<file path="config.mk">
export PLATFORM = sky130hd
export DESIGN_NAME = multicycle_ripple_adder
export DESIGN_NICKNAME = d
export VERILOG_FILES = /design/src/rtl/multicycle_ripple_adder.sv
export SDC_FILE = /design/constraint.sdc
export NUM_CORES = 1
export LEC_CHECK = 0
export BUFFER_PORTS_ARGS = -buffer_cell sky130_fd_sc_hd__buf_2
export CAP_MARGIN = 25
export CORE_UTILIZATION = 40
export CTS_CLUSTER_DIAMETER = 50
export DETAILED_ROUTE_END_ITERATION = 7
export GPL_ROUTABILITY_DRIVEN = 1
export PLACE_DENSITY = 0.71
export SYNTH_ARGS = -nofsm -noshare
export SYNTH_HDL_FRONTEND = slang
export SYNTH_SLANG_ARGS = --single-unit
</file>
<file path="constraint.sdc">
create_clock -name clk -period 2.4 [get_ports clk]
set_input_delay 0.36 -clock clk [delete_from_list [all_inputs] [get_ports clk]]
set_output_delay 0.36 -clock clk [all_outputs]
set_load 0.05 [all_outputs]
</file>
<file path="src/rtl/multicycle_ripple_adder.sv">
// Multicycle ripple adder: adds two N-bit operands plus carry-in, W bits per cycle.
// Latency: N/W cycles from operand acceptance to out_valid; initiation interval N/W+2.
// Backpressure: in_ready only in IDLE; result held stable in DONE until out_ready.
//
// Ports:
//   clk, rst          - single clock, synchronous active-high reset
//   in_valid/in_ready - operand handshake (a, b, cin)
//   out_valid/out_ready - result handshake (sum, cout)
//   sum, cout         - {cout, sum} = a + b + cin; retained in IDLE until next capture
module multicycle_ripple_adder #(
  parameter int N = 8,
  parameter int W = 2
) (
  input  logic         clk,
  input  logic         rst,
  input  logic         in_valid,
  output logic         in_ready,
  input  logic [N-1:0] a,
  input  logic [N-1:0] b,
  input  logic         cin,
  output logic         out_valid,
  input  logic         out_ready,
  output logic [N-1:0] sum,
  output logic         cout
);

  localparam int NCH = N / W;
  // idx needs at least one bit even when the whole add fits in a single chunk
  localparam int IW  = (NCH > 1) ? $clog2(NCH) : 1;

  typedef enum logic [1:0] {IDLE, RUN, DONE} state_t;

  state_t        state;
  state_t        state_nxt;

  logic [N-1:0]  a_r;
  logic [N-1:0]  b_r;
  logic [N-1:0]  sum_r;
  logic          carry_r;
  logic          cout_r;
  logic [IW-1:0] idx;

  logic [W-1:0]  a_chunk;
  logic [W-1:0]  b_chunk;
  logic [W:0]    chunk_res;
  logic          last_chunk;

  // Chunk select written as a constant-index mux so every slice is static
  always_comb begin
    a_chunk = '0;
    b_chunk = '0;
    for (int k = 0; k < NCH; k++) begin
      if (idx == IW'(k)) begin
        a_chunk = a_r[k*W +: W];
        b_chunk = b_r[k*W +: W];
      end
    end
    chunk_res  = {1'b0, a_chunk} + {1'b0, b_chunk} + {{W{1'b0}}, carry_r};
    last_chunk = (idx == IW'(NCH - 1));
  end

  always_ff @(posedge clk) begin
    if (rst) begin
      state <= IDLE;
    end else begin
      state <= state_nxt;
    end
  end

  always_comb begin
    state_nxt = state;
    in_ready  = 1'b0;
    out_valid = 1'b0;
    case (state)
      IDLE: begin
        in_ready = 1'b1;
        if (in_valid) begin
          state_nxt = RUN;
        end
      end
      RUN: begin
        if (last_chunk) begin
          state_nxt = DONE;
        end
      end
      DONE: begin
        out_valid = 1'b1;
        if (out_ready) begin
          state_nxt = IDLE;
        end
      end
      default: begin
        state_nxt = IDLE;
      end
    endcase
  end

  always_ff @(posedge clk) begin
    if (rst) begin
      a_r     <= '0;
      b_r     <= '0;
      sum_r   <= '0;
      carry_r <= 1'b0;
      cout_r  <= 1'b0;
      idx     <= '0;
    end else begin
      case (state)
        IDLE: begin
          // cout keeps the previous result until the new one completes
          if (in_valid) begin
            a_r     <= a;
            b_r     <= b;
            carry_r <= cin;
            sum_r   <= '0;
            idx     <= '0;
          end
        end
        RUN: begin
          for (int k = 0; k < NCH; k++) begin
            if (idx == IW'(k)) begin
              sum_r[k*W +: W] <= chunk_res[W-1:0];
            end
          end
          carry_r <= chunk_res[W];
          if (last_chunk) begin
            cout_r <= chunk_res[W];
          end else begin
            idx <= idx + 1'b1;
          end
        end
        default: begin
        end
      endcase
    end
  end

  assign sum  = sum_r;
  assign cout = cout_r;

endmodule

</file>
==> impl_metrics.env <==
export IMPL_die_h_um=61.6
export IMPL_dieArea_um2=3790
export IMPL_rrSetupSlack_ns=0.11
export IMPL_tightestPinTransition_ns=0.598
export IMPL_antenna_found_initial=0
export IMPL_routabilityCongestion=0.796
export IMPL_cts_tree="done"
export IMPL_grt_overflow_total=0
export IMPL_viasPerCell=4.86
export IMPL_drtIter0Drc=79
export IMPL_p_leak_uw=0.000704
export IMPL_setup_slack_ns=0.109
export IMPL_cts_buffers=5
export IMPL_maxCapViolCount=0
export IMPL_h_tree_depth=2
export IMPL_antenna_left=0
export IMPL_start_kind="register"
export IMPL_synth_cell_types=28
export IMPL_syn_num_nets=199
export IMPL_layout_min_cycle_time_ns=2.29
export IMPL_p_per_area_nw_per_um2=597
export IMPL_grt_pass1_vias=1091
export IMPL_clk_path_buf_depth=2
export IMPL_slew_headroom_pct=60.2
export IMPL_first_pass_iters=4
export IMPL_fin_cells=251
export IMPL_ir_drop_mv=0.298
export IMPL_path_clk_slew_ns=0.10
export IMPL_syn_avg_cell_area_um2=8.25
export IMPL_die_width_um=61.6
export IMPL_synth_edf_count=0
export IMPL_antenna_cells=0
export IMPL_numPortBuffers=31
export IMPL_placed_area_um2=1610
export IMPL_route_detailed_drc=0
export IMPL_hpwl_um=2100
export IMPL_cts_sinks=30
export IMPL_post_cts_buffers=0
export IMPL_finish_utilization_pct=51.2
export IMPL_io_pins=32
export IMPL_seq_area_frac_synth_pct=42.3
export IMPL_fin_skew_ns=0.00595
export IMPL_grt_max_degree=33
export IMPL_fin_nets=231
export IMPL_total_power_uw=1030
export IMPL_max_freq_ghz=0.437
export IMPL_cts_hold_buf=0
export IMPL_slew_violations=0
export IMPL_finalSetupViolations=0
export IMPL_ys_seq_elements=30
export IMPL_crit_fanout=6
export IMPL_initial_utilization_pct=42.2
export IMPL_outcome="complete, no violations"
export IMPL_post_place_ws_ns=-0.00278
export IMPL_fillCellCount=376
export IMPL_core_um2=3360
export IMPL_finalCritPeriodShare_pct=95.4
export IMPL_globalRouteTotalUtil_pct=17.5
export IMPL_finalWirelength_um=2900
export IMPL_grt_first_pass_wirelength_um=4770
export IMPL_design_area_um2=1720
export IMPL_clk_latency_ns=0.33
export IMPL_hold_viol_final=0
export IMPL_rows=21
export IMPL_synthArstFlopShare_pct=0
export IMPL_hold_class="primary input to register"
export IMPL_placedCellCount=243
export IMPL_clockRootBuffer="clkbuf_4"
export IMPL_synth_ff_type="dfxtp_1"
export IMPL_synth_cells=172
export IMPL_critPathRequiredTime_ns=2.64
export IMPL_synthesis_area_um2=1420
export IMPL_setup_worst_path_end_class="register"
export IMPL_wire_per_inst_um=11.6
export IMPL_cp_arrival_ns=2.53
export IMPL_area_growth_pct=21.3
export IMPL_crit_type="register to register"
export IMPL_vias=1219
export IMPL_ys_warn_count=0
export IMPL_drive_gt1_share_pct=28.8
report_power, final:
part / switching, uW / leakage (uW) / total [uW] / internal, uW
clock: 172 / 0.0000353 / 314 / 142
combinational: 101 / 0.000422 / 173 / 72.5
sequential: 19.4 / 0.000246 / 540 / 521
routing by layer:
layer	wire, um	global-route usage [%]	vias to the layer above
met5	0	0	-
met4	41	6.67	0
met3	129	5.04	5
met2	1310	27.0	32
met1	1420	23.2	543
li1	-	-	639
final timing paths:
| kind | startpoint | endpoint | cells past startpoint |
|---|---|---|---|
| worst min register to register | a_r[1] | a_r[1] | 2 |
| worst max register to register | idx[0] | sum[7] | 9 |
| worst max-delay path | idx[0] | sum[7] | 9 |
| worst min-delay path | b[4] | b_r[4] | 3 |
critical path, cell delays in order, from the launching register on:
cell	delay [ns]
dfxtp_4	0.39
inv_1	0.08
ha_2	0.22
a21oi_2	0.10
o21ai_0	0.08
a22o_1	0.21
fa_2	0.36
fa_1	0.56
nand2b_4	0.08
o32ai_2	0.12
per-stage QoR:
stage / hold slack, ns / TNS, ns
global placement: 0.445 / 0
finish: 0.259 / 0
global route: 0.250 / -0.00844
floorplan: 0.436 / 0
detailed placement: 0.451 / -0.00278
CTS: 0.250 / 0
layout make-up:
cell class	instances	area [um2]	area share [%]
flip-flops and latches	30	608	35.3
clock inverters	1	5.00	0.291
inverters	16	60.1	3.49
clock buffers	7	55.1	3.20
repair buffers	37	200	11.6
multi-input cells	114	734	42.7
well taps	46	57.6	3.35
Yosys cell counts (2+ instances only):
cell type,number,area [um2]
buf_2,2,10.0
nand3b_1,3,22.5
nor3_1,2,10.0
nand3_1,2,10.0
a22o_1,4,35.0
inv_1,16,60.1
dfxtp_1,30,601
ha_1,4,50.1
fa_1,2,40.0
mux2i_1,2,20.0
clkbuf_1,6,22.5
a21oi_1,27,135
nor2_1,3,11.3
o21ai_0,4,20.0
nand2b_1,3,18.8
nand2_1,40,150
or3b_1,2,17.5
buf_6,2,22.5
o32ai_1,8,70.1
nand2_2,2,12.5
state kept, by name (all words and copies together) (netlist names):
| signal | cells |
|---|---|
| sum | 8 |
| a_r | 8 |
| b_r | 8 |
| cout | 1 |
| carry_r | 1 |
| idx | 2 |
| state | 2 |
cell usage in the layout, fill, tap and decap left out, drive strengths merged:
master   Yosys  routed
a2111oi      1       1
a21oi       27      27
a22o         4       4
buf          5      37
clkbuf       7       7
clkinv       0       1
dfxtp       30      30
fa           2       2
ha           4       4
inv         16      16
mux2i        2       2
nand2       42      42
nand2b       3       3
nand3        2       2
nand3b       4       4
nor2         3       3
nor2b        2       2
nor3         2       2
nor3b        2       2
o21ai        4       4
o32ai        8       8
or3b         2       2
logic make-up after synthesis:
logic type,count (synthesis),synth area share (%)
buffers and inverters,28,8.99
AO/OA/AOI/OAI,44,19.4
multiplexers,2,1.41
flip-flops,30,42.3
AND/OR/NAND/NOR,62,21.5
adder cells (fa/ha/maj),6,6.35
repair_timing:
item	in CTS	in global routing
gates resized for setup	1	11
pin swaps	0	1
setup endpoints to repair	1	6
Note: power is estimated with default switching activity, not from simulation.
